[src/rtl/rv_decode_stage.sv]
// RV32I decode stage: combinational decode of the incoming beat, then a
// 1- or 2-entry elastic buffer with valid/ready handshake and flush.
module rv_decode_stage #(
  parameter int unsigned XLEN    = 32,
  parameter int unsigned EN_CSR  = 1,
  parameter int unsigned EN_MEXT = 0,
  parameter int unsigned SKID    = 1,
  localparam int unsigned FLAG_W = 48 + 8 * EN_MEXT
) (
  input  logic              clk,
  input  logic              rst,
  input  logic              flush,
  input  logic              in_valid,
  output logic              in_ready,
  input  logic [31:0]       in_instr,
  input  logic [XLEN-1:0]   in_pc,
  output logic              out_valid,
  input  logic              out_ready,
  output logic [XLEN-1:0]   out_pc,
  output logic [FLAG_W-1:0] out_flags,
  output logic [4:0]        out_rd,
  output logic [4:0]        out_rs1,
  output logic [4:0]        out_rs2,
  output logic [XLEN-1:0]   out_imm,
  output logic              out_illegal
);

  localparam int unsigned
    F_BNE = 47, F_BLTU = 46, F_BLT = 45, F_BGEU = 44, F_BGE = 43, F_BEQ = 42,
    F_ADDI = 41, F_SLTI = 40, F_SLTIU = 39, F_XORI = 38, F_ORI = 37, F_ANDI = 36,
    F_SLLI = 35, F_SRLI = 34, F_SRAI = 33,
    F_ADD = 32, F_SUB = 31, F_SLL = 30, F_SLT = 29, F_SLTU = 28, F_XOR = 27, F_OR = 26, F_AND = 25,
    F_LB = 24, F_LH = 23, F_LW = 22, F_LBU = 21, F_LHU = 20, F_SB = 19, F_SH = 18, F_SW = 17,
    F_CSRRW = 16, F_CSRRS = 15, F_CSRRC = 14, F_CSRRWI = 13, F_CSRRSI = 12, F_CSRRCI = 11,
    F_SRET = 10, F_WFI = 9, F_MRET = 8, F_ECALL = 7, F_EBREAK = 6,
    F_JALR = 5, F_JAL = 4, F_AUIPC = 3, F_LUI = 2, F_SRA = 1, F_SRL = 0;

  localparam logic [6:0]
    OPC_LUI = 7'b0110111, OPC_AUIPC = 7'b0010111, OPC_JAL = 7'b1101111,
    OPC_JALR = 7'b1100111, OPC_BRANCH = 7'b1100011, OPC_LOAD = 7'b0000011,
    OPC_STORE = 7'b0100011, OPC_OPIMM = 7'b0010011, OPC_OP = 7'b0110011,
    OPC_FENCE = 7'b0001111, OPC_SYSTEM = 7'b1110011;

  localparam int unsigned PW = 2 * XLEN + FLAG_W + 16;

  logic [6:0]  opcode, f7;
  logic [2:0]  f3;
  logic [4:0]  rd, rs1, rs2;
  logic [11:0] imm12;
  logic [31:0] imm_i, imm_s, imm_b, imm_u, imm_j, shamt, zimm;

  assign opcode = in_instr[6:0];
  assign rd     = in_instr[11:7];
  assign f3     = in_instr[14:12];
  assign rs1    = in_instr[19:15];
  assign rs2    = in_instr[24:20];
  assign f7     = in_instr[31:25];
  assign imm12  = in_instr[31:20];
  assign imm_i  = {{20{in_instr[31]}}, in_instr[31:20]};
  assign imm_s  = {{20{in_instr[31]}}, in_instr[31:25], in_instr[11:7]};
  assign imm_b  = {{19{in_instr[31]}}, in_instr[31], in_instr[7], in_instr[30:25], in_instr[11:8], 1'b0};
  assign imm_u  = {in_instr[31:12], 12'b0};
  assign imm_j  = {{11{in_instr[31]}}, in_instr[31], in_instr[19:12], in_instr[20], in_instr[30:21], 1'b0};
  assign shamt  = {27'b0, in_instr[24:20]};
  assign zimm   = {27'b0, in_instr[19:15]};

  logic [47:0]       base_flags;
  logic [31:0]       imm32;
  logic              dec_illegal;
  logic [FLAG_W-1:0] dec_flags;
  logic [XLEN-1:0]   dec_imm;

  always_comb begin
    base_flags  = '0;
    imm32       = '0;
    dec_illegal = 1'b0;
    case (opcode)
      OPC_LUI:   begin base_flags[F_LUI] = 1'b1;   imm32 = imm_u; end
      OPC_AUIPC: begin base_flags[F_AUIPC] = 1'b1; imm32 = imm_u; end
      OPC_JAL:   begin base_flags[F_JAL] = 1'b1;   imm32 = imm_j; end
      OPC_JALR:  begin base_flags[F_JALR] = 1'b1;  imm32 = imm_i; end
      OPC_FENCE: ;
      OPC_BRANCH: begin
        imm32 = imm_b;
        case (f3)
          3'b000:  base_flags[F_BEQ]  = 1'b1;
          3'b001:  base_flags[F_BNE]  = 1'b1;
          3'b100:  base_flags[F_BLT]  = 1'b1;
          3'b101:  base_flags[F_BGE]  = 1'b1;
          3'b110:  base_flags[F_BLTU] = 1'b1;
          3'b111:  base_flags[F_BGEU] = 1'b1;
          default: dec_illegal = 1'b1;
        endcase
      end
      OPC_LOAD: begin
        imm32 = imm_i;
        case (f3)
          3'b000:  base_flags[F_LB]  = 1'b1;
          3'b001:  base_flags[F_LH]  = 1'b1;
          3'b010:  base_flags[F_LW]  = 1'b1;
          3'b100:  base_flags[F_LBU] = 1'b1;
          3'b101:  base_flags[F_LHU] = 1'b1;
          default: dec_illegal = 1'b1;
        endcase
      end
      OPC_STORE: begin
        imm32 = imm_s;
        case (f3)
          3'b000:  base_flags[F_SB] = 1'b1;
          3'b001:  base_flags[F_SH] = 1'b1;
          3'b010:  base_flags[F_SW] = 1'b1;
          default: dec_illegal = 1'b1;
        endcase
      end
      OPC_OPIMM: begin
        imm32 = imm_i;
        case (f3)
          3'b000: base_flags[F_ADDI]  = 1'b1;
          3'b010: base_flags[F_SLTI]  = 1'b1;
          3'b011: base_flags[F_SLTIU] = 1'b1;
          3'b100: base_flags[F_XORI]  = 1'b1;
          3'b110: base_flags[F_ORI]   = 1'b1;
          3'b111: base_flags[F_ANDI]  = 1'b1;
          3'b001: begin
            imm32 = shamt;
            if (f7 == 7'b0000000) base_flags[F_SLLI] = 1'b1;
            else dec_illegal = 1'b1;
          end
          3'b101: begin
            imm32 = shamt;
            if (f7 == 7'b0000000) base_flags[F_SRLI] = 1'b1;
            else if (f7 == 7'b0100000) base_flags[F_SRAI] = 1'b1;
            else dec_illegal = 1'b1;
          end
        endcase
      end
      OPC_OP: begin
        if (f7 == 7'b0000000) begin
          case (f3)
            3'b000: base_flags[F_ADD]  = 1'b1;
            3'b001: base_flags[F_SLL]  = 1'b1;
            3'b010: base_flags[F_SLT]  = 1'b1;
            3'b011: base_flags[F_SLTU] = 1'b1;
            3'b100: base_flags[F_XOR]  = 1'b1;
            3'b101: base_flags[F_SRL]  = 1'b1;
            3'b110: base_flags[F_OR]   = 1'b1;
            3'b111: base_flags[F_AND]  = 1'b1;
          endcase
        end else if (f7 == 7'b0100000 && f3 == 3'b000) base_flags[F_SUB] = 1'b1;
        else if (f7 == 7'b0100000 && f3 == 3'b101) base_flags[F_SRA] = 1'b1;
        else if (!(f7 == 7'b0000001 && EN_MEXT != 0)) dec_illegal = 1'b1;
      end
      OPC_SYSTEM: begin
        imm32 = imm_i;
        if (f3 == 3'b000) begin
          if (rd != 5'd0 || rs1 != 5'd0) dec_illegal = 1'b1;
          else begin
            case (imm12)
              12'h000: base_flags[F_ECALL]  = 1'b1;
              12'h001: base_flags[F_EBREAK] = 1'b1;
              12'h102: base_flags[F_SRET]   = 1'b1;
              12'h105: base_flags[F_WFI]    = 1'b1;
              12'h302: base_flags[F_MRET]   = 1'b1;
              default: dec_illegal = 1'b1;
            endcase
          end
        end else if (EN_CSR == 0) dec_illegal = 1'b1;
        else begin
          case (f3)
            3'b001:  base_flags[F_CSRRW] = 1'b1;
            3'b010:  base_flags[F_CSRRS] = 1'b1;
            3'b011:  base_flags[F_CSRRC] = 1'b1;
            3'b101:  begin base_flags[F_CSRRWI] = 1'b1; imm32 = zimm; end
            3'b110:  begin base_flags[F_CSRRSI] = 1'b1; imm32 = zimm; end
            3'b111:  begin base_flags[F_CSRRCI] = 1'b1; imm32 = zimm; end
            default: dec_illegal = 1'b1;
          endcase
        end
      end
      default: dec_illegal = 1'b1;
    endcase
    if (dec_illegal) begin
      base_flags = '0;
      imm32      = '0;
    end
  end

  if (EN_MEXT != 0) begin : g_mext
    logic [7:0] m_flags;
    always_comb begin
      m_flags = '0;
      if (opcode == OPC_OP && f7 == 7'b0000001) m_flags[f3] = 1'b1;
    end
    assign dec_flags = {m_flags, base_flags};
  end else begin : g_base
    assign dec_flags = base_flags;
  end

  assign dec_imm = XLEN'($signed(imm32));

  typedef enum logic [1:0] {EMPTY = 2'd0, ONE = 2'd1, TWO = 2'd2} fill_e;
  fill_e         state_q, state_d;
  logic [PW-1:0] head_q, tail_q, dec_payload;
  logic          accept, consume, head_from_in, head_from_tail, tail_load;

  assign dec_payload = {in_pc, dec_flags, rd, rs1, rs2, dec_imm, dec_illegal};
  assign {out_pc, out_flags, out_rd, out_rs1, out_rs2, out_imm, out_illegal} = head_q;

  assign out_valid = (state_q != EMPTY);
  assign in_ready  = (SKID != 0) ? (state_q != TWO) : (!out_valid || out_ready);
  assign accept    = in_valid && in_ready && !flush;
  assign consume   = out_valid && out_ready && !flush;

  always_ff @(posedge clk or posedge rst) begin
    if (rst) state_q <= EMPTY;
    else     state_q <= state_d;
  end

  // TWO is only reachable with SKID=1, where in_ready is low, so no accept there.
  always_comb begin
    state_d        = state_q;
    head_from_in   = 1'b0;
    head_from_tail = 1'b0;
    tail_load      = 1'b0;
    if (flush) state_d = EMPTY;
    else begin
      case (state_q)
        EMPTY: if (accept) begin state_d = ONE; head_from_in = 1'b1; end
        ONE: begin
          case ({accept, consume})
            2'b11:   head_from_in = 1'b1;
            2'b10:   begin state_d = TWO; tail_load = 1'b1; end
            2'b01:   state_d = EMPTY;
            default: ;
          endcase
        end
        TWO: if (consume) begin head_from_tail = 1'b1; state_d = ONE; end
        default: state_d = EMPTY;
      endcase
    end
  end

  always_ff @(posedge clk or posedge rst) begin
    if (rst) begin
      head_q <= '0;
      tail_q <= '0;
    end else begin
      if (head_from_in)        head_q <= dec_payload;
      else if (head_from_tail) head_q <= tail_q;
      if (tail_load)           tail_q <= dec_payload;
    end
  end

endmodule

[config.mk]
export PLATFORM = sky130hd
export DESIGN_NAME = rv_decode_stage
export DESIGN_NICKNAME = d
export VERILOG_FILES = /design/src/rtl/rv_decode_stage.sv
export SDC_FILE = /design/constraint.sdc
export NUM_CORES = 1
export LEC_CHECK = 0
export ABC_AREA = 1
export CORE_UTILIZATION = 51
export DETAILED_ROUTE_END_ITERATION = 8
export PLACE_DENSITY = 0.76
export SYNTH_ARGS = -nofsm -noshare
export SYNTH_HDL_FRONTEND = slang
export SYNTH_SLANG_ARGS = --single-unit
[constraint.sdc]
create_clock -name clk -period 11.4 [get_ports clk]
set_clock_uncertainty 0.15 [all_clocks]
set_input_delay 1.71 -clock clk [delete_from_list [all_inputs] [get_ports clk]]
set_output_delay 1.71 -clock clk [all_outputs]
set_load 0.01 [all_outputs]
==> run summary <==
# IOs: 199
Routed via count: 11200
Gr ovfl total: 0
Std cell rows: 57
Post-DR wirelength/cell: 16.2 um
Hold EP: tail_q[0]
Synth top area share: 50.8%
Post-DR vias/cell: 5.49
Number of global-route vias before repair: 10500
Critical Path End Type: flop
H-Tree Level Count: 1
Final min period: 4950 ps
Area Growth Syn to Fin: 22.6%
RSZ-0062 raised after global routing: no
Final period util: 43.4%
Worst-path clk slew: 60 ps
Clk sink count: 258
Core Box Area: 24400 um2
Critical-path top delay cell: buf_4
Critical Path RT: 11670 ps
Layout cells sized above 1: 9.19%
Crit start category: input pin
Worst Tran Pin Value: 1140 ps
Clock Root Buffer: clkbuf_16
Initial antenna violation count: 2
Top cells by area, synth: dfrtp_1 (51%), nand2_1 (13%), nor2_1 (4.1%), o21ai_0 (4.0%), inv_1 (3.6%)
Final nets: 1757
1st-iter DRT viols: 1129
Post-synth top area cell: dfrtp_1
DRC Markers: 0
Maximum vdd ir drop: 128 uV
CTS tree: yes
Setup-failing EPs final: 0
Netlist Area Pre-Place: 12700 um2
#FFs+latches synth: 258
Worst r2r src: state_q[0]
PortBufs: 198
Gr usage total: 25.6%
Syn Inst Count: 1549
R2R cell count: 10
Hold path start: tail_q[0]
First-pass GRT wire length: 53600 um
Worst stage delay on the critical path: 850 ps
Antenna viol nets, final: 0
Routed wire length: 32900 um
Mapped Nets: 1618
Die W: 160 um
Crit-path cells: clkdlybuf4s50_1 > inv_2 > nand2_1 > nor2_1 > nand2_2 > buf_4 > inv_4 > nor2_4 > buf_4 > nor2_1 > a22oi_1 > inv_1
Max-cap viol count: 0
Synth cell types: 35
Reg-to-reg setup timing slack: 7700 ps
Largest net degree at the start of global routing: 114
Final hold violation count: 0
Final Total Pwr: 2.83 mW
Max Slew Vio Count: 0
Final core utilization: 63.9%
Mean post-synth cell area: 8.20 um2
P_leak: 7.17 nW
Worst Setup Path Type: in2reg
Die ar.: 25500 um2
Hold depth: 2
HPWL after detailed placement: 21800 um
Fmax: 202 MHz
Worst path arrival time: 5220 ps
Die height: 160 um
Cts bufs inserted: 27
Worst skew pair latency: 550 ps
Outcome: finished clean
Non-Filler Instances: 2033
Synth warnings: 0
# resized after CTS: 0
Pwr/cell area: 182 nW/um2
Post-CTS Hold Fix Bufs: 0
Worst hold path class: reg2reg
Setup TNS: 0 ps
Hold slack: 330 ps
Reg2reg end: head_q[88]
Initial core utilization: 52.1%
Max Root-Sink Buffers: 3
Post-CTS Setup Bufs: 0
RD Place Congestion: 0.917
Dpl cells: 1983
Max-slew headroom: 24.3%
Crit Path Max Fanout: 104
Detailed Routing Iterations Pass 1: 5
Register area share after synthesis: 50.8%
through the flow:
| step | instance area (um2) | setup WS (ps) |
|---|---|---|
| 2_1_floorplan | 12700 | 2440 |
| 3_3_place_gp | 14700 | 6020 |
| 3_5_place_dp | 14700 | 5930 |
| 4_1_cts | 15600 | 6480 |
| 5_1_grt | 15600 | 6100 |
| 6_report | 15600 | 6450 |
worst max-delay path by stage:
stage / startpoint / endpoint / slack [ps] / cells after the start
2_1_floorplan: rst / head_q[0] / 2440 / 1
3_3_place_gp: flush / head_q[49] / 6020 / 12
3_5_place_dp: flush / head_q[88] / 5930 / 12
4_1_cts: flush / head_q[88] / 6480 / 12
5_1_grt: flush / head_q[48] / 6100 / 12
6_report: flush / head_q[88] / 6450 / 12
registers in the layout (all words and copies together), names as in the netlist:
signal,count
head_q,128
tail_q,128
state_q,2
cell type report:
| class | instances | area [um2] |
|---|---|---|
| fill | 2116 | 8810 |
| sequential | 258 | 6460 |
| multi-input combinational | 1056 | 5280 |
| timing repair buffer | 207 | 2050 |
| clock buffer | 35 | 776 |
| inverter | 138 | 528 |
| tap | 324 | 405 |
| clock inverter | 14 | 85.1 |
| antenna | 1 | 2.50 |
routing by layer:
metal / track usage [%] / part of all wire [%] / vias up
met3: 3.74 / 6.5 / 66
met5: 0 / 0.043 / -
met4: 7.01 / 2.6 / 2
met1: 35.2 / 43 / 5357
met2: 42.5 / 48 / 394
li1: - / - / 5335
synth_stat cells, drive strengths merged:
cell type  number
nor3            8
nand4          12
a22oi          42
o21ai         140
a21oi         101
buf            57
nand3         100
inv           138
nor2          153
o21bai          1
clkbuf         40
o211ai         49
nand2         442
dfrtp         258
o21a            2
nand3b          2
o22ai           3
o2111ai         1
power by group:
| part | switching [mW] | total [mW] | leakage, nW | internal, mW |
|---|---|---|---|---|
| combinational | 0.383 | 0.750 | 3.39 | 0.367 |
| clock | 0.366 | 0.846 | 0.445 | 0.480 |
| sequential | 0.110 | 1.24 | 3.33 | 1.13 |
cells in the final DEF (no fill, tap or decap), types with 2 or more instances in the layout:
cell | netlist | layout
a21oi_1 | 89 | 89
a21oi_2 | 12 | 12
a22oi_1 | 42 | 42
buf_4 | 6 | 9
clkbuf_16 | 0 | 27
clkbuf_8 | 0 | 7
clkdlybuf4s50_1 | 0 | 198
clkinv_2 | 0 | 13
dfrtp_1 | 258 | 258
inv_1 | 121 | 119
inv_2 | 17 | 17
nand2_1 | 435 | 434
nand2_2 | 6 | 7
nand3_1 | 69 | 68
nand3_2 | 21 | 21
nand3_4 | 10 | 11
nand3b_1 | 2 | 2
nand4_1 | 12 | 12
nor2_1 | 139 | 138
nor2_2 | 8 | 8
nor2_4 | 4 | 5
nor2_8 | 2 | 2
nor3_1 | 5 | 5
nor3_4 | 2 | 2
o211ai_1 | 49 | 49
o21a_1 | 2 | 2
o21ai_0 | 101 | 101
o21ai_1 | 29 | 28
o21ai_2 | 10 | 11
o22ai_1 | 3 | 3
worst max-delay path: cells and delay by family:
family,cells,cell delay (ps)
buffers and inverters,6,2480
AO/OA/AOI/OAI,1,200
AND/OR/NAND/NOR,5,730
cell families after synthesis:
kind of cell / after synthesis / synth area share, %
and+or+nand+nor: 717 / 25.4
AOI/OAI and AO/OA: 339 / 15.9
DFF: 258 / 50.8
buffers and inverters: 235 / 7.88
Note: power is estimated with default switching activity, not from simulation.
